## src/rtl/wb_tlb_commit.sv

```systemverilog
// WB-stage TLB maintenance commit: tlbrd/tlbwr/tlbfill issue in one cycle,
// invtlb sweeps every entry through the read/write ports, one per cycle.
module wb_tlb_commit #(
  parameter int TLBNUM = 16,
  parameter int IDX_W  = $clog2(TLBNUM)
) (
  input  logic              clk,
  input  logic              reset,
  input  logic              req_valid,
  input  logic [2:0]        req_op,
  input  logic [4:0]        req_invop,
  input  logic [9:0]        req_asid,
  input  logic [18:0]       req_vppn,
  input  logic [31:0]       req_pc,
  output logic              req_ready,
  input  logic [IDX_W-1:0]  csr_tlbidx_index,
  input  logic              csr_tlbidx_ne,
  input  logic [5:0]        csr_estat_ecode,
  input  logic [88:0]       csr_entry,
  output logic [IDX_W-1:0]  tlb_r_index,
  input  logic [88:0]       tlb_r_entry,
  output logic              tlb_we,
  output logic [IDX_W-1:0]  tlb_w_index,
  output logic [88:0]       tlb_w_entry,
  output logic              rd_valid,
  output logic [88:0]       rd_entry,
  output logic              reflush,
  output logic [31:0]       reflush_pc
);

  typedef struct packed {
    logic        e;
    logic [18:0] vppn;
    logic [5:0]  ps;
    logic [9:0]  asid;
    logic        g;
    logic [19:0] ppn0;
    logic [1:0]  plv0;
    logic [1:0]  mat0;
    logic        d0;
    logic        v0;
    logic [19:0] ppn1;
    logic [1:0]  plv1;
    logic [1:0]  mat1;
    logic        d1;
    logic        v1;
  } tlb_entry_t;

  typedef enum logic [2:0] {
    OP_NONE = 3'd0,
    OP_RD   = 3'd1,
    OP_WR   = 3'd2,
    OP_FILL = 3'd3,
    OP_INV  = 3'd4
  } op_e;

  typedef enum logic [0:0] {
    IDLE  = 1'b0,
    SWEEP = 1'b1
  } state_e;

  localparam logic [15:0]      LFSR_SEED = 16'hACE1;
  localparam logic [15:0]      LFSR_TAPS = 16'hB400;
  localparam logic [IDX_W-1:0] IDX_LAST  = IDX_W'(TLBNUM - 1);

  state_e           state, state_next;
  logic [IDX_W-1:0] idx, idx_next;
  logic [15:0]      lfsr, lfsr_next;
  logic             lfsr_adv;
  logic             rd_fire;
  logic             done;
  logic [31:0]      done_pc;
  logic             inv_accept;
  logic             match;

  logic [2:0]       inv_op;
  logic [9:0]       inv_asid;
  logic [18:0]      inv_vppn;
  logic [31:0]      inv_pc;

  tlb_entry_t       r_ent, c_ent, w_ent;

  assign r_ent       = tlb_entry_t'(tlb_r_entry);
  assign c_ent       = tlb_entry_t'(csr_entry);
  assign tlb_w_entry = w_ent;
  assign lfsr_next   = {1'b0, lfsr[15:1]} ^ (lfsr[0] ? LFSR_TAPS : 16'h0000);

  // invtlb selection on the entry currently being swept, against latched operands.
  always_comb begin
    // NOTE: every always_comb output gets a default first so no path infers a latch.
    match = 1'b0;
    unique case (inv_op)
      3'd0, 3'd1: match = 1'b1;
      3'd2:       match = r_ent.g;
      3'd3:       match = !r_ent.g;
      3'd4:       match = !r_ent.g && (r_ent.asid == inv_asid);
      3'd5:       match = !r_ent.g && (r_ent.asid == inv_asid) && (r_ent.vppn == inv_vppn);
      3'd6:       match = (r_ent.g || (r_ent.asid == inv_asid)) && (r_ent.vppn == inv_vppn);
      default:    match = 1'b0;
    endcase
  end

  always_comb begin
    state_next  = state;
    idx_next    = idx;
    req_ready   = 1'b1;
    tlb_we      = 1'b0;
    tlb_r_index = csr_tlbidx_index;
    tlb_w_index = csr_tlbidx_index;
    w_ent       = c_ent;
    w_ent.e     = (csr_estat_ecode == 6'h3F) || !csr_tlbidx_ne;
    lfsr_adv    = 1'b0;
    rd_fire     = 1'b0;
    done        = 1'b0;
    done_pc     = req_pc + 32'd4;
    inv_accept  = 1'b0;

    unique case (state)
      IDLE: begin
        if (req_valid) begin
          unique case (req_op)
            OP_RD: begin
              rd_fire = 1'b1;
              done    = 1'b1;
            end
            OP_WR: begin
              tlb_we = 1'b1;
              done   = 1'b1;
            end
            OP_FILL: begin
              tlb_we      = 1'b1;
              tlb_w_index = lfsr[IDX_W-1:0];
              lfsr_adv    = 1'b1;
              done        = 1'b1;
            end
            OP_INV: begin
              if (req_invop <= 5'd6) begin
                req_ready  = 1'b0;
                inv_accept = 1'b1;
                idx_next   = '0;
                state_next = SWEEP;
              end else begin
                done = 1'b1;
              end
            end
            default: ;
          endcase
        end
      end

      SWEEP: begin
        tlb_r_index = idx;
        tlb_w_index = idx;
        w_ent       = r_ent;
        w_ent.e     = 1'b0;
        tlb_we      = match && r_ent.e;
        req_ready   = 1'b0;
        done_pc     = inv_pc + 32'd4;
        if (idx == IDX_LAST) begin
          req_ready  = 1'b1;
          done       = 1'b1;
          idx_next   = '0;
          state_next = IDLE;
        end else begin
          idx_next = idx + IDX_W'(1);
        end
      end

      default: state_next = IDLE;
    endcase

    // A sweep interrupted by reset must not touch the entry under the cursor.
    if (reset) tlb_we = 1'b0;
  end

  always_ff @(posedge clk) begin
    // NOTE: sequential state uses non-blocking assignments so every flop sees pre-edge values.
    if (reset) begin
      state      <= IDLE;
      idx        <= '0;
      lfsr       <= LFSR_SEED;
      rd_valid   <= 1'b0;
      rd_entry   <= '0;
      reflush    <= 1'b0;
      reflush_pc <= '0;
    end else begin
      state    <= state_next;
      idx      <= idx_next;
      rd_valid <= rd_fire;
      reflush  <= done;
      if (lfsr_adv) lfsr <= lfsr_next;
      if (rd_fire)  rd_entry <= tlb_r_entry;
      if (done)     reflush_pc <= done_pc;
    end
  end

  // NOTE: operand latches carry no reset; they are only read in SWEEP, which is always entered through a load.
  always_ff @(posedge clk) begin
    if (inv_accept) begin
      inv_op   <= req_invop[2:0];
      inv_asid <= req_asid;
      inv_vppn <= req_vppn;
      inv_pc   <= req_pc;
    end
  end

endmodule

```

## config.mk

```make
export PLATFORM = sky130hd
export DESIGN_NAME = wb_tlb_commit
export DESIGN_NICKNAME = d
export VERILOG_FILES = /design/src/rtl/wb_tlb_commit.sv
export SDC_FILE = /design/constraint.sdc
export NUM_CORES = 1
export LEC_CHECK = 0
export ABC_AREA = 0
export BUFFER_PORTS_ARGS = -buffer_cell sky130_fd_sc_hd__buf_2
export CAP_MARGIN = 5
export CORE_AREA = 2 2 186 188
export DETAILED_ROUTE_END_ITERATION = 10
export DIE_AREA = 0 0 188 190
export PLACE_DENSITY_LB_ADDON = 0.25
export SYNTH_ARGS = -nofsm -noshare
export SYNTH_HDL_FRONTEND = slang
export SYNTH_SLANG_ARGS = --single-unit
```

## constraint.sdc

```tcl
create_clock -name clk -period 9.8 [get_ports clk]
set_clock_uncertainty 0.15 [all_clocks]
set_input_delay 0.98 -clock clk [delete_from_list [all_inputs] [get_ports clk]]
set_output_delay 0.98 -clock clk [all_outputs]
set_load 0.02 [all_outputs]
```

==> results of run 1 <==
[final cells by class]
cell class | instances | share of cell area [%]
Sequential cell | 208 | 35.77
Multi-Input combinational cell | 756 | 35.27
Timing Repair Buffer | 491 | 18.48
Clock buffer | 35 | 5.231
Tap cell | 455 | 4.235
Clock inverter | 10 | 0.7446
Inverter | 7 | 0.1955
Antenna cell | 4 | 0.07446
[stage by stage]
step / power [W] / instances / utilization (%) / hold slack, ns
floorplan: 0.001083 / 1042 / - / 0.2821
global placement: 0.001219 / 1917 / 37.20 / 0.2888
detailed placement: 0.001221 / 1917 / 37.20 / 0.2940
CTS: 0.002145 / 1962 / 39.57 / 0.3019
global route: 0.002202 / 1964 / 39.58 / 0.3167
finish: 0.002114 / 1966 / 39.60 / 0.2966
[metal layers]
metal	track usage [%]	part of all wire [%]	vias to the layer above
li1	-	-	4607
met5	0	0.035	-
met4	5.996	2.8	2
met3	3.671	6.2	56
met2	32.34	48	319
met1	25.68	43	4466
[cell usage in the layout (no fill, tap or decap), types with 6 or more instances in the layout]
cell type  synthesis  layout
o21ai_0           15      15
clkbuf_1          49       6
xnor2_1           34      34
nand4_1           20      20
xor2_1             6       6
nand3_1           44      44
edfxtp_1          64      64
nor2_1            30      29
clkbuf_16          0      25
nand3b_1          11      11
inv_1              7       7
dfxtp_1          144     143
buf_2             18     480
a21oi_1          117     117
nand2_1          249     249
buf_4              0      11
a211oi_1           8       8
mux2_2            99      99
nand4b_1           6       6
mux2i_1           29      29
[flip-flops by register name (all words and copies together) (netlist names)]
signal and cells:
rd_valid 1, idx 4, state 1, inv_op 3, inv_pc 32, inv_asid 10
inv_vppn 19, reflush_pc 32, rd_entry 89, reflush 1, lfsr 16
[cells by family after synthesis]
kind of cell,synth area share (%)
simple gates,18.51
buf+inv,3.385
compound gates,11.37
xor+xnor,3.550
fa+ha+maj,0.2535
flops,48.69
mux,14.24
[worst max-delay path: cells and delay by family]
family | cells | cell delay, ns
buffers and inverters | 2 | 0.31
AO/OA/AOI/OAI | 1 | 0.85
AND/OR/NAND/NOR | 3 | 0.91
[power by group through the flow]
stage / Clock (W) / Combinational, W / Sequential [W]
after global placement: 0 / 0.000282 / 0.000937
after global routing: 0.000975 / 0.000305 / 0.000921
final: 0.000911 / 0.000283 / 0.000919
after floorplan: 0 / 0.000128 / 0.000956
after CTS: 0.000941 / 0.000285 / 0.000919
after detailed placement: 0 / 0.000284 / 0.000937
[worst paths after layout]
| check | start | endpoint | slack, ns | cells past startpoint |
|---|---|---|---|---|
| setup / recovery | req_invop[1] | req_ready | 5.61 | 6 |
| hold / removal | lfsr[5] | lfsr[4] | 0.30 | 2 |
| setup reg to reg | state | reflush_pc[30] | 6.08 | 6 |
| hold reg to reg | lfsr[5] | lfsr[4] | 0.30 | 2 |
==> impl_metrics.tcl, run 1 <==
set metrics [dict create \
    status "finished, final reports clean" \
    tritoncts "done" \
    clockRootBuffer "clkbuf_16" \
    syn_avg_cell_area_um2 9.470 \
    io_buffers 481 \
    path_cells "buf_2 > a311oi_1 > nand4_1 > nor2b_1 > nand2b_1 > buf_2" \
    seqCellArea_um2 4808 \
    gp_congestion 0.8816 \
    drv_cap 0 \
    drive_gt1_share_pct 42.27 \
    postCtsHoldBufs 0 \
    ys.flop_type "dfxtp_1" \
    vias 9450 \
    fmaxAchievable_mhz 238.7 \
    seqPwrFrac_pct 43.5 \
    core_um2 33950 \
    crit_type "in2out" \
    grt_pass1_wl_um 54140 \
    pwr_density_cell_nw_per_um2 157.3 \
    cp.arrival_ns 3.06 \
    setup_viol 0 \
    yosysMostFrequentCell "nand2_1" \
    path_max_fanout 4 \
    viasPerCell 4.807 \
    first_pass_iters 5 \
    synth.largest_area_cell "dfxtp_1" \
    antenna_found_initial 5 \
    drv_slew 0 \
    slew_headroom_pct 25.16 \
    end_kind "output pin" \
    wire_per_inst_um 18.72 \
    ys_async_sr_fraction_pct 0 \
    synthTopCellsByArea "dfxtp_1 (29%), edfxtp_1 (19%), mux2_2 (11%)" \
    synth_nets 1305 \
    syn_to_final_growth_pct 36.22 \
    yosys_register_bits 208 \
    cts_setup_buffers 0 \
    switching_share_pct 25.82 \
    cts.clk_slew.worst_paths_ns 0.05 \
    drt_iter0_markers 450 \
    cp.required_ns 8.67 \
    netlist_area_um2 9868 \
    rows 68 \
    track_usage_pct 19.48 \
    min_period_over_period_pct 42.76 \
    p_sw_w 0.0005459 \
    placed_area_um2 12630 \
    finalSetupTns_ns 0 \
    wl_um 36810 \
    tightest_slew_ns 1.121 \
    cts-resized-gates 0 \
    worst_path_max_delay_cell "a311oi_1" \
    hold_viol 0 \
    power.share.clock_pct 43.1 \
    netlist_instances 1042 \
    htreeDepth 1 \
    fillCellCount 3507 \
    fin_area_um2 13440 \
    ant_nets 0 \
    cpPeakStageDelay_ns 0.85 \
    power.internal_w 0.001568 \
    cts_buffer_depth 3 \
    yosysSeqAreaShare_pct 48.69 \
    start_util_pct 29.07 \
    hold_class "reg2reg" \
    ir_drop_uv 115.8 \
    dp_slack_ns 5.519 \
    yosys_warnings 0 \
    grt_pass1_vias 8856 \
    drc 0 \
    p_comb_share_pct 13.4 \
    final_nets 1752 \
    overflow 0 \
    multi_input_area_um2 4741 \
    design.die.area_um2 35720 \
    synth_common_cells "nand2_1 (249), dfxtp_1 (144), a21oi_1 (117)" \
    dieWidth_um 188 \
    cts_sinks 208 \
    synth_cell_types 63 \
    fin_crit_ns 4.190 \
    worst_slack_ns 5.610 \
    critPathMostFrequentCell "buf_2" \
    synth-edff-count 64 \
    synth_top_area_share_pct 29.21 \
    dpl.hpwl_um 27790 \
    grt_setup_unrepaired "no" \
    cp-start-kind "primary input" \
    grt_max_degree 90 \
    clkLatencyLatePin_ns 0.51 \
    pin_count 483 \
    dieHeight_um 190 \
    cts_buffers 25 \
    p_leak_nw 5.552 \
]
No activity file was read; power rests on OpenSTA's default activity.
==> run 2, diff against run 1 <==
Clock period 9.8 ns to 3.4 ns, I/O delays scaled along.
==> impl_metrics.tcl, run 2 (synthesis results as in run 1) <==
set metrics [dict create \
    status "finished, final reports clean" \
    tightest_slew_ns 0.8620 \
    p_leak_nw 6.320 \
    layoutNonFillerInstCount 2129 \
    finalSetupTns_ns 0 \
    grt_pass1_wl_um 58520 \
    drv_cap 0 \
    ant_nets 0 \
    multi_input_area_um2 4747 \
    rows 68 \
    total_power_w 0.006500 \
    mostFrequentLayoutCells "buf_2 (480), nand2_1 (249), dlygate4sd3_1 (153)" \
    dp_slack_ns 0.6347 \
    r2r_cells 6 \
    clkLatencyLatePin_ns 0.54 \
    cts_sinks 208 \
    drt_iter0_markers 584 \
    largest_reg_flops 89 \
    gp_congestion 0.8930 \
    end_kind "output pin" \
    worst_slack_ns 0.2498 \
    layout_commonest_cell "buf_2" \
    final_nets 1917 \
    wl_um 39610 \
    overflow 0 \
    wire_per_inst_um 18.61 \
    setup_viol 0 \
    clockRootBuffer "clkbuf_16" \
    start_util_pct 29.07 \
    crit_start "req_invop[2]" \
    ir_drop_uv 315.5 \
    cp.arrival_ns 2.66 \
    tritoncts "done" \
    core_um2 33950 \
    crit_type "in2out" \
    top_register "rd_entry" \
    cts_buffer_depth 3 \
    fmaxAchievable_mhz 317.4 \
    track_usage_pct 20.97 \
    antenna_found_initial 4 \
    first_pass_iters 5 \
    drc 0 \
    hold_viol 0 \
    top_regs "rd_entry x89, inv_pc x32, reflush_pc x32" \
    r2r_start "state" \
    htreeDepth 1 \
    cts.clk_slew.worst_paths_ns 0.06 \
    grt_max_degree 133 \
    slew_headroom_pct 42.53 \
    seqCellArea_um2 4808 \
    path_max_fanout 4 \
    insertedDiodeCount 0 \
    cp-start-kind "primary input" \
    vias 10250 \
    min_period_over_period_pct 92.65 \
    reg2reg_slack_ns 0.64 \
    hold_class "in2reg" \
    r2r_end "reflush_pc[31]" \
    cp.required_ns 2.91 \
    pwr_density_cell_nw_per_um2 427.5 \
    fin_crit_ns 3.150 \
    grt_pass1_vias 9924 \
    io_buffers 481 \
    endpoint "req_ready" \
    syn_to_final_growth_pct 54.08 \
    design.die.area_um2 35720 \
    dp.cells 1928 \
    pin_count 483 \
    drv_slew 0 \
    viasPerCell 4.813 \
    dieWidth_um 188 \
    drive_gt1_share_pct 39.13 \
    fillCellCount 3326 \
    cts_buffers 26 \
    dpl.hpwl_um 28450 \
    grt_setup_unrepaired "no" \
    dieHeight_um 190 \
]
[run 2: worst min-delay path by stage]
stage	start	depth (start not counted)	slack, ns	to
4_1_cts	reset	3	0.17	reflush_pc[12]
5_1_grt	reset	3	0.23	reflush_pc[12]
6_report	reset	3	0.15	reflush_pc[2]
3_3_place_gp	lfsr[15]	2	0.29	lfsr[14]
2_1_floorplan	lfsr[5]	2	0.28	lfsr[4]
3_5_place_dp	lfsr[5]	2	0.29	lfsr[4]
[run 2: timing repair]
action | CTS | global route
resized for setup | 0 | 1
hold buffers | 153 | 0
buffers inserted | 0 | 0
setup endpoints to repair | 0 | 1
endpoints found under the hold margin | 155 | 0
[run 2: worst max-delay path, stage by stage]
cell and delay [ns]:
dlygate4sd3_1 0.54, buf_2 0.16, a311oi_2 0.54, buf_4 0.21
nand4_1 0.25, nor2b_1 0.25, nand2b_1 0.19, buf_2 0.17
[run 2: per-layer routing]
layer  part of all wire, %  vias to the layer above  track usage, %
li1                      -                     4950               -
met1                    42                     4823           27.22
met2                    47                      389           34.25
met3                   7.2                       78           4.852
met4                   3.3                        6           7.268
met5                 0.093                        -               0
[run 2: layout make-up]
| class | count | area share, % |
|---|---|---|
| Clock buffer | 36 | 4.855 |
| Tap cell | 455 | 3.744 |
| Inverter | 7 | 0.1728 |
| Sequential cell | 208 | 31.62 |
| Timing Repair Buffer | 655 | 27.37 |
| Multi-Input combinational cell | 756 | 31.22 |
| Clock inverter | 12 | 1.012 |
[run 2: report_power, final]
group          switching, W  internal (W)  leakage, nW
combinational      0.000537      0.000444         4.13
sequential        0.0000328       0.00262         1.75
clock               0.00112       0.00175        0.440
[run 2: through the flow]
step,hold slack (ns),cell area [µm²],utilization [%]
detailed placement,0.2939,12770,37.63
global route,0.2327,15200,44.79
CTS,0.1720,15200,44.77
floorplan,0.2821,9876,-
finish,0.1528,15200,44.79
global placement,0.2893,12770,37.63
==> run 3, diff against run 2 <==
Clock period 3.4 ns to 3.55 ns, I/O delays scaled along.
==> impl_metrics.tcl, run 3 (synthesis results as in run 1) <==
set metrics [dict create \
    status "finished, final reports clean" \
    io_buffers 481 \
    grt_setup_unrepaired "no" \
    placed_area_um2 12730 \
    layout_commonest_cell "buf_2" \
    end_kind "output pin" \
    fin_area_um2 15000 \
    dpl.hpwl_um 28690 \
    first_pass_iters 5 \
    finalSetupTns_ns 0 \
    rows 68 \
    syn_to_final_growth_pct 51.97 \
    cts_buffer_depth 3 \
    critPathTopFamily "buffers and inverters" \
    critPathMostFrequentCell "buf_2" \
    track_usage_pct 20.72 \
    wire_per_inst_um 18.49 \
    grt_max_degree 82 \
    start_util_pct 29.07 \
    path_max_fanout 4 \
    pin_count 483 \
    drt_iter0_markers 631 \
    viasPerCell 4.794 \
    setup_viol 0 \
    largest_reg_flops 89 \
    crit_type "in2out" \
    cts_sinks 208 \
    path_cells "dlygate4sd3_1 > buf_2 > a311oi_1 > buf_4 > nand4_1 > nor2b_1 > nand2b_1 > buf_2" \
    hold_viol 0 \
    antenna_found_initial 3 \
    cts_setup_buffers 0 \
    drv_slew 0 \
    vias 10190 \
    drv_cap 0 \
    worst_path_max_delay_cell "a311oi_1" \
    cp-start-kind "primary input" \
    hold_class "in2reg" \
    wl_um 39320 \
    dieWidth_um 188 \
    fin_crit_ns 3.324 \
    ant_nets 0 \
    clockRootBuffer "clkbuf_16" \
    slew_headroom_pct 40.81 \
    gp_congestion 0.8776 \
    mostFrequentLayoutCells "buf_2 (480), nand2_1 (249), dlygate4sd3_1 (153)" \
    drive_gt1_share_pct 38.56 \
    tritoncts "done" \
    drc 0 \
    cts-resized-gates 0 \
    top_regs "rd_entry x89, inv_pc x32, reflush_pc x32" \
    cts.clk_slew.worst_paths_ns 0.06 \
    clkLatencyLatePin_ns 0.52 \
    dieHeight_um 190 \
    cp.arrival_ns 2.82 \
    design.die.area_um2 35720 \
    min_period_over_period_pct 93.65 \
    cp_num_buf_inv 4 \
    cpPeakStageDelay_ns 0.69 \
    core_um2 33950 \
    htreeDepth 1 \
    pwr_density_cell_nw_per_um2 388.6 \
    cp.required_ns 3.04 \
    grt_pass1_wl_um 57810 \
    top_register "rd_entry" \
    grt_pass1_vias 9789 \
    tightest_slew_ns 0.8845 \
    final_nets 1915 \
    postCtsHoldBufs 153 \
    p_leak_nw 6.218 \
    cts_buffers 25 \
    ir_drop_uv 336.9 \
    overflow 0 \
    fmaxAchievable_mhz 300.8 \
]
==> run 3: cell count changes in the layout (fill, tap and decap cells not counted), sizes merged <==
cell	before	now
bufinv	3	0
clkbuf	36	33
clkinv	7	10
buf	502	501
diode	0	1
==> run 3: final timing paths <==
check,startpoint,endpoint,slack [ns],depth (start not counted)
worst max-delay path,req_invop[1],req_ready,0.23,8
worst min-delay path,reset,rd_valid,0.12,2
worst max register to register,state,reflush_pc[30],0.55,5
worst min register to register,rd_entry[11],rd_entry[11],0.30,2
==> run 3: area by class of cell <==
cell class | count | area, µm²
clock inverter | 12 | 57.56
timing repair buffer | 654 | 4116
inverter | 7 | 26.28
multi-input combinational | 756 | 4741
clock buffer | 33 | 675.6
fill | 3368 | 18950
tap | 455 | 569.3
antenna | 1 | 2.502
sequential | 208 | 4808
==> run 3: routing by layer <==
metal  global-route usage (%)  wire [µm]
met1                    26.95      16620
met2                    34.10      18510
met3                    4.390       2733
met4                    7.147       1432
met5                        0         22
==> run 3: report_power, final <==
group / switching, W / internal [W]
Clock: 0.00102 / 0.00133
Sequential: 0.0000327 / 0.00251
Combinational: 0.000511 / 0.000423
Total: 0.00157 / 0.00426
==> run 3: stage by stage <==
step                total power (W)  hold WS [ns]  instances  setup slack (ns)  utilization [%]
finish                     0.005827        0.1179       2126            0.2256            44.18
global route               0.006073        0.1092       2126           0.08293            44.18
CTS                        0.005921       0.09696       2125            0.2989            44.17
detailed placement         0.003383        0.2932       1927            0.5740            37.50
global placement           0.003377        0.2895       1927            0.5857            37.50
floorplan                  0.002990        0.2821       1042            0.2950                -
